--- src/rtl/fetch_pc_predictor.sv ---
// Fetch-stage PC register with a direct-mapped BTB and 2-bit bimodal counters.
// Predicts the next fetch address from pc_q and trains from resolved EX outcomes.
module fetch_pc_predictor #(
    parameter logic [31:0] RESET_PC  = 32'h0000_0000,
    parameter int          BTB_IDX_W = 4
) (
    input  logic        clk,
    input  logic        rst,
    input  logic        pc_stall,
    output logic [31:0] imem_addr,
    input  logic [31:0] imem_inst,
    output logic [31:0] if_pc,
    output logic [31:0] if_next_pc,
    output logic [31:0] if_inst,
    output logic        if_predicted_bit,
    input  logic        ex_update,
    input  logic [31:0] ex_pc,
    input  logic        ex_taken,
    input  logic [31:0] ex_target,
    input  logic        ex_mispredict,
    input  logic [31:0] ex_redirect_pc
);
    localparam int ENTRIES = 1 << BTB_IDX_W;
    localparam int TAG_W   = 32 - BTB_IDX_W - 2;

    logic [31:0]      pc_q, pc_d;
    logic             valid_q  [ENTRIES];
    logic [TAG_W-1:0] tag_q    [ENTRIES];
    logic [31:0]      target_q [ENTRIES];
    logic [1:0]       ctr_q    [ENTRIES];

    function automatic logic [1:0] sat_inc(input logic [1:0] c);
        return (c == 2'b11) ? c : c + 2'b01;
    endfunction

    function automatic logic [1:0] sat_dec(input logic [1:0] c);
        return (c == 2'b00) ? c : c - 2'b01;
    endfunction

    logic [BTB_IDX_W-1:0] if_idx, ex_idx;
    logic [TAG_W-1:0]     if_tag, ex_tag;
    logic                 if_hit, ex_hit;
    logic                 unused_ex_pc_lsb;

    assign if_idx = pc_q[BTB_IDX_W+1:2];
    assign if_tag = pc_q[31:BTB_IDX_W+2];
    assign ex_idx = ex_pc[BTB_IDX_W+1:2];
    assign ex_tag = ex_pc[31:BTB_IDX_W+2];
    assign unused_ex_pc_lsb = ^ex_pc[1:0];

    // Lookup reads the registered tables, so a same-cycle update is seen next cycle.
    assign if_hit = valid_q[if_idx] && (tag_q[if_idx] == if_tag);
    assign ex_hit = valid_q[ex_idx] && (tag_q[ex_idx] == ex_tag);

    assign if_pc            = pc_q;
    assign imem_addr        = pc_q;
    assign if_inst          = imem_inst;
    assign if_predicted_bit = if_hit && ctr_q[if_idx][1];
    assign if_next_pc       = if_predicted_bit ? target_q[if_idx] : pc_q + 32'd4;

    always_comb begin
        pc_d = if_next_pc;
        if (ex_mispredict) begin
            pc_d = ex_redirect_pc;
        end else if (pc_stall) begin
            pc_d = pc_q;
        end
    end

    always_ff @(posedge clk) begin
        if (rst) begin
            pc_q <= RESET_PC;
        end else begin
            pc_q <= pc_d;
        end
    end

    // Training ignores stall/redirect: EX outcomes are architectural facts.
    always_ff @(posedge clk) begin
        if (rst) begin
            for (int i = 0; i < ENTRIES; i++) begin
                valid_q[i]  <= 1'b0;
                tag_q[i]    <= '0;
                target_q[i] <= '0;
                ctr_q[i]    <= 2'b01;
            end
        end else if (ex_update) begin
            if (ex_taken) begin
                target_q[ex_idx] <= ex_target;
                if (ex_hit) begin
                    ctr_q[ex_idx] <= sat_inc(ctr_q[ex_idx]);
                end else begin
                    valid_q[ex_idx] <= 1'b1;
                    tag_q[ex_idx]   <= ex_tag;
                    ctr_q[ex_idx]   <= 2'b10;
                end
            end else if (ex_hit) begin
                ctr_q[ex_idx] <= sat_dec(ctr_q[ex_idx]);
            end
        end
    end
endmodule
--- config.mk ---
export PLATFORM = sky130hd
export DESIGN_NAME = fetch_pc_predictor
export DESIGN_NICKNAME = d
export VERILOG_FILES = /design/src/rtl/fetch_pc_predictor.sv
export SDC_FILE = /design/constraint.sdc
export NUM_CORES = 2
export LEC_CHECK = 0
export CORE_ASPECT_RATIO = 1.25
export CORE_UTILIZATION = 34
export DETAILED_ROUTE_END_ITERATION = 16
export PLACE_DENSITY_LB_ADDON = 0.15
export SYNTH_ARGS = -nofsm -noshare
export SYNTH_HDL_FRONTEND = slang
export SYNTH_SLANG_ARGS = --single-unit
--- constraint.sdc ---
create_clock -name clk -period 6.2 [get_ports clk]
set_input_delay 1.55 -clock clk [delete_from_list [all_inputs] [get_ports clk]]
set_output_delay 1.55 -clock clk [all_outputs]
set_load 0.01 [all_outputs]
==> impl_metrics.py <==
metrics = {
    "synthesis": {
        "synth_edf_count": 960,
        "synthFlopType": "edfxtp_1",
        "yosysMostFrequentCell": "edfxtp_1",
        "ys_seq_elements": 1012,
        "synthesis.nets": 3618,
        "synth_cell_types": 73,
        "synth_top_area_cell": "edfxtp_1",
        "avgSynthCellArea_um2": 14.73,
        "synthTopCellsByCount": "960 x edfxtp_1, 524 x and2_1, 444 x and3_1",
        "synthArstFlopShare": 0,
        "synth_cells": 3483,
        "seq_area_frac_synth": 0.5821,
        "synth.cell_area_um2": 51310,
        "synth_warnings": 0,
        "synthTopCellsByArea": "edfxtp_1 56%, mux4_2 17%, and2_1 6.4%",
        "yosysTopAreaCellShare": 0.5618,
    },
    "placed_design": {
        "dp_hpwl_um": 114800,
        "dpl.cell_count": 5496,
        "io_buffers": 196,
        "gp_congestion": 0.8766,
        "pre_cts_ws_ns": 0.1983,
    },
    "sta": {
        "finalClockSkew_ns": 0.04304,
        "hold-worst-slack_ns": 0.4751,
        "worstMarginPinSlew_ns": 1.024,
        "rsz0062_at_grt": "yes",
        "setup_viol": 0,
        "worst_slack_ns": 0.08645,
        "clock.fmax_ghz": 0.1636,
        "drv_slew": 0,
        "min_period_ns": 6.114,
        "fin_crit_sh": 0.9861,
        "slew_headroom": 0.3172,
        "hold_violations": 0,
    },
    "finish": {
        "final_cells": 5737,
        "synthToLayoutAreaGrowth_pct": 18.03,
        "post-route-util": 0.4038,
        "drive_gt1_frac": 0.2436,
        "nFillCells": 13840,
        "final_nets": 3751,
    },
    "power": {
        "pwr-share-seq": 0.474,
        "leakage_nw": 22.53,
        "power.total_mw": 16.92,
        "swShare": 0.2524,
        "p_clk_frac": 0.401,
        "ir_worst_vdd_uv": 247.8,
        "power_switching_mw": 4.271,
        "power_density_nw_per_um2": 279.4,
        "internal_power_mw": 12.65,
        "combPwrFrac": 0.125,
    },
    "critical_path": {
        "required_ns": 4.65,
        "cp_top_family": "buffers and inverters",
        "path_class": "reg -> out",
        "crit_chain": "buf_12 > buf_16 > mux4_2 > a22oi_2 > a21oi_1 > or4_4 > a2111oi_4 > and4bb_2 > nand3_4 > buf_6 > clkbuf_16 > mux2_2 > dlygate4sd2_1",
        "slowest_delay_ns": 0.58,
        "cp_num_buf_inv": 5,
        "critPathLaunchType": "flop",
        "path_max_fanout": 27,
        "cp_data_arrival_time_ns": 4.56,
        "end_kind": "output port",
        "slowest_stage": "or4_4",
    },
    "detailed_routing": {
        "drtPass1Iterations": 11,
        "viasPerCell": 5.688,
        "wl_per_cell_um": 33.77,
        "drc_errors": 8,
        "routed-via-count": 32630,
        "ant_nets": 0,
        "initialDrtViolationCount": 3780,
        "drt-total-wl_um": 193800,
    },
    "floorplan": {
        "coreArea_um2": 150000,
        "die-area_um2": 152500,
        "io_pins": 263,
        "dieWidth_um": 349.5,
        "num_rows": 159,
        "initial_utilization": 0.3421,
        "die_y_um": 436.3,
    },
    "worst_hold_path": {
        "hp-class": "reg -> reg",
    },
    "grt": {
        "grt_pass1_wl_um": 265600,
        "grt_remaining_overflow": 0,
        "track_usage": 0.2518,
        "grt_max_degree": 150,
        "first_global_vias": 32950,
        "antenna_found_initial": 28,
    },
    "clock_tree": {
        "clkTransAtPathRegs_ns": 0.06,
        "h-tree-depth": 3,
        "numCtsBuffers": 114,
        "root_buffer": "clkbuf_16",
        "clock_latency_ns": 0.76,
        "clk_path_buf_depth": 3,
        "cts_tree": "done",
        "holdBufCountCts": 0,
        "cts.sinks": 1012,
    },
    "run": {
        "max_cap_viol_count": 0,
    },
    "run_status": {
        "status": "complete, but fails checks",
        "violations": "design-rule violations",
    },
}
==> cells in the final DEF, fill, tap and decap left out, types with 13 or more instances in the layout <==
cell	count
or2_2	22
nand3_1	43
o21ai_0	19
xnor2_1	53
clkdlybuf4s50_1	159
edfxtp_1	960
a21o_1	63
buf_12	52
clkinv_1	27
nor3_1	20
and3_1	443
and2_1	524
nor2b_1	14
nand2b_1	13
a21oi_1	17
buf_4	174
nor2_1	40
nor2_4	13
mux2i_1	57
nand2_1	84
clkbuf_16	118
clkbuf_1	31
a22o_1	32
dlygate4sd2_1	20
nand4_1	17
dfxtp_1	48
mux4_2	382
mux2_4	13
clkinv_2	18
xor2_1	15
inv_1	13
==> layer usage <==
| layer | GRT usage | vias to the layer above | wire length [µm] |
|---|---|---|---|
| li1 | - | 13630 | - |
| met1 | 0.3246 | 17180 | 77070 |
| met2 | 0.4218 | 1480 | 95370 |
| met3 | 0.04299 | 322 | 14070 |
| met4 | 0.09522 | 16 | 7136 |
| met5 | 0 | - | 115 |
==> power by group through the flow <==
stage | Combinational (mW) | Clock [mW] | Sequential, mW
floorplan | 1.19 | 0 | 8.08
global placement | 2.05 | 0 | 8.16
detailed placement | 2.05 | 0 | 8.17
CTS | 2.11 | 6.91 | 8.01
global route | 2.20 | 7.16 | 8.05
finish | 2.11 | 6.79 | 8.02
==> flip-flops by register name (all words and copies together) (netlist names), named ones only <==
signal	flops
if_pc	32
ctr_q	32
target_q	512
tag_q	416
valid_q	16
==> cell type report <==
cell class	count	area, µm²	share of cell area
antenna	10	25.02	0.0004132
clock buffer	154	3127	0.05163
clock inverter	61	556.8	0.009193
inverter	17	68.82	0.001136
multi-input combinational	2031	19770	0.3265
sequential	1012	29880	0.4934
tap	2012	2517	0.04157
timing repair buffer	440	4612	0.07615
==> through the flow <==
| step | setup TNS, ns | instance area [µm²] |
|---|---|---|
| after detailed placement | 0 | 56400 |
| final | 0 | 60560 |
| after CTS | -0.6733 | 60330 |
| after global placement | 0 | 56400 |
| after floorplan | 0 | 51310 |
| after global routing | -0.1049 | 60540 |
==> kinds of logic after synthesis <==
logic type               count (synthesis)  synth area share
AND/OR/NAND/NOR                       1275            0.1485
flip-flops                            1012            0.5821
multiplexers                           463            0.1848
buffers and inverters                  440           0.04048
AO/OA/AOI/OAI                          224           0.03224
XOR/XNOR                                68           0.01161
adder cells (fa/ha/maj)                  1         0.0002438
==> final timing paths <==
| check | slack (ns) | start | depth (start not counted) | end |
|---|---|---|---|---|
| min | 0.48 | valid_q[8] | 1 | valid_q[8] |
| max | 0.09 | flop | 13 | if_next_pc[6] |
| max reg2reg | 2.14 | flop | 14 | flop |
| min reg2reg | 0.48 | valid_q[8] | 1 | valid_q[8] |
==> worst reg2reg max path, stage by stage, from the launching register on <==
cell      delay, ns
dfxtp_4        0.43
buf_16         0.23
buf_4          0.17
mux4_2         0.48
o22ai_1        0.22
a21oi_1        0.15
xnor2_1        0.19
buf_4          0.17
nand4_1        0.16
buf_4          0.19
nor3_2         0.28
buf_4          0.16
and4_1         0.28
o21ai_0        0.11
a311oi_1       0.66
==> timing repair <==
item | in CTS | in global routing
pin swaps | 5 | 3
cloned | 2 | 1
resized for setup | 49 | 44
setup buffers | 8 | 6
setup endpoints to repair | 33 | 9
hold endpoints to repair | 0 | 0
No activity file was read; power rests on OpenSTA's default activity.
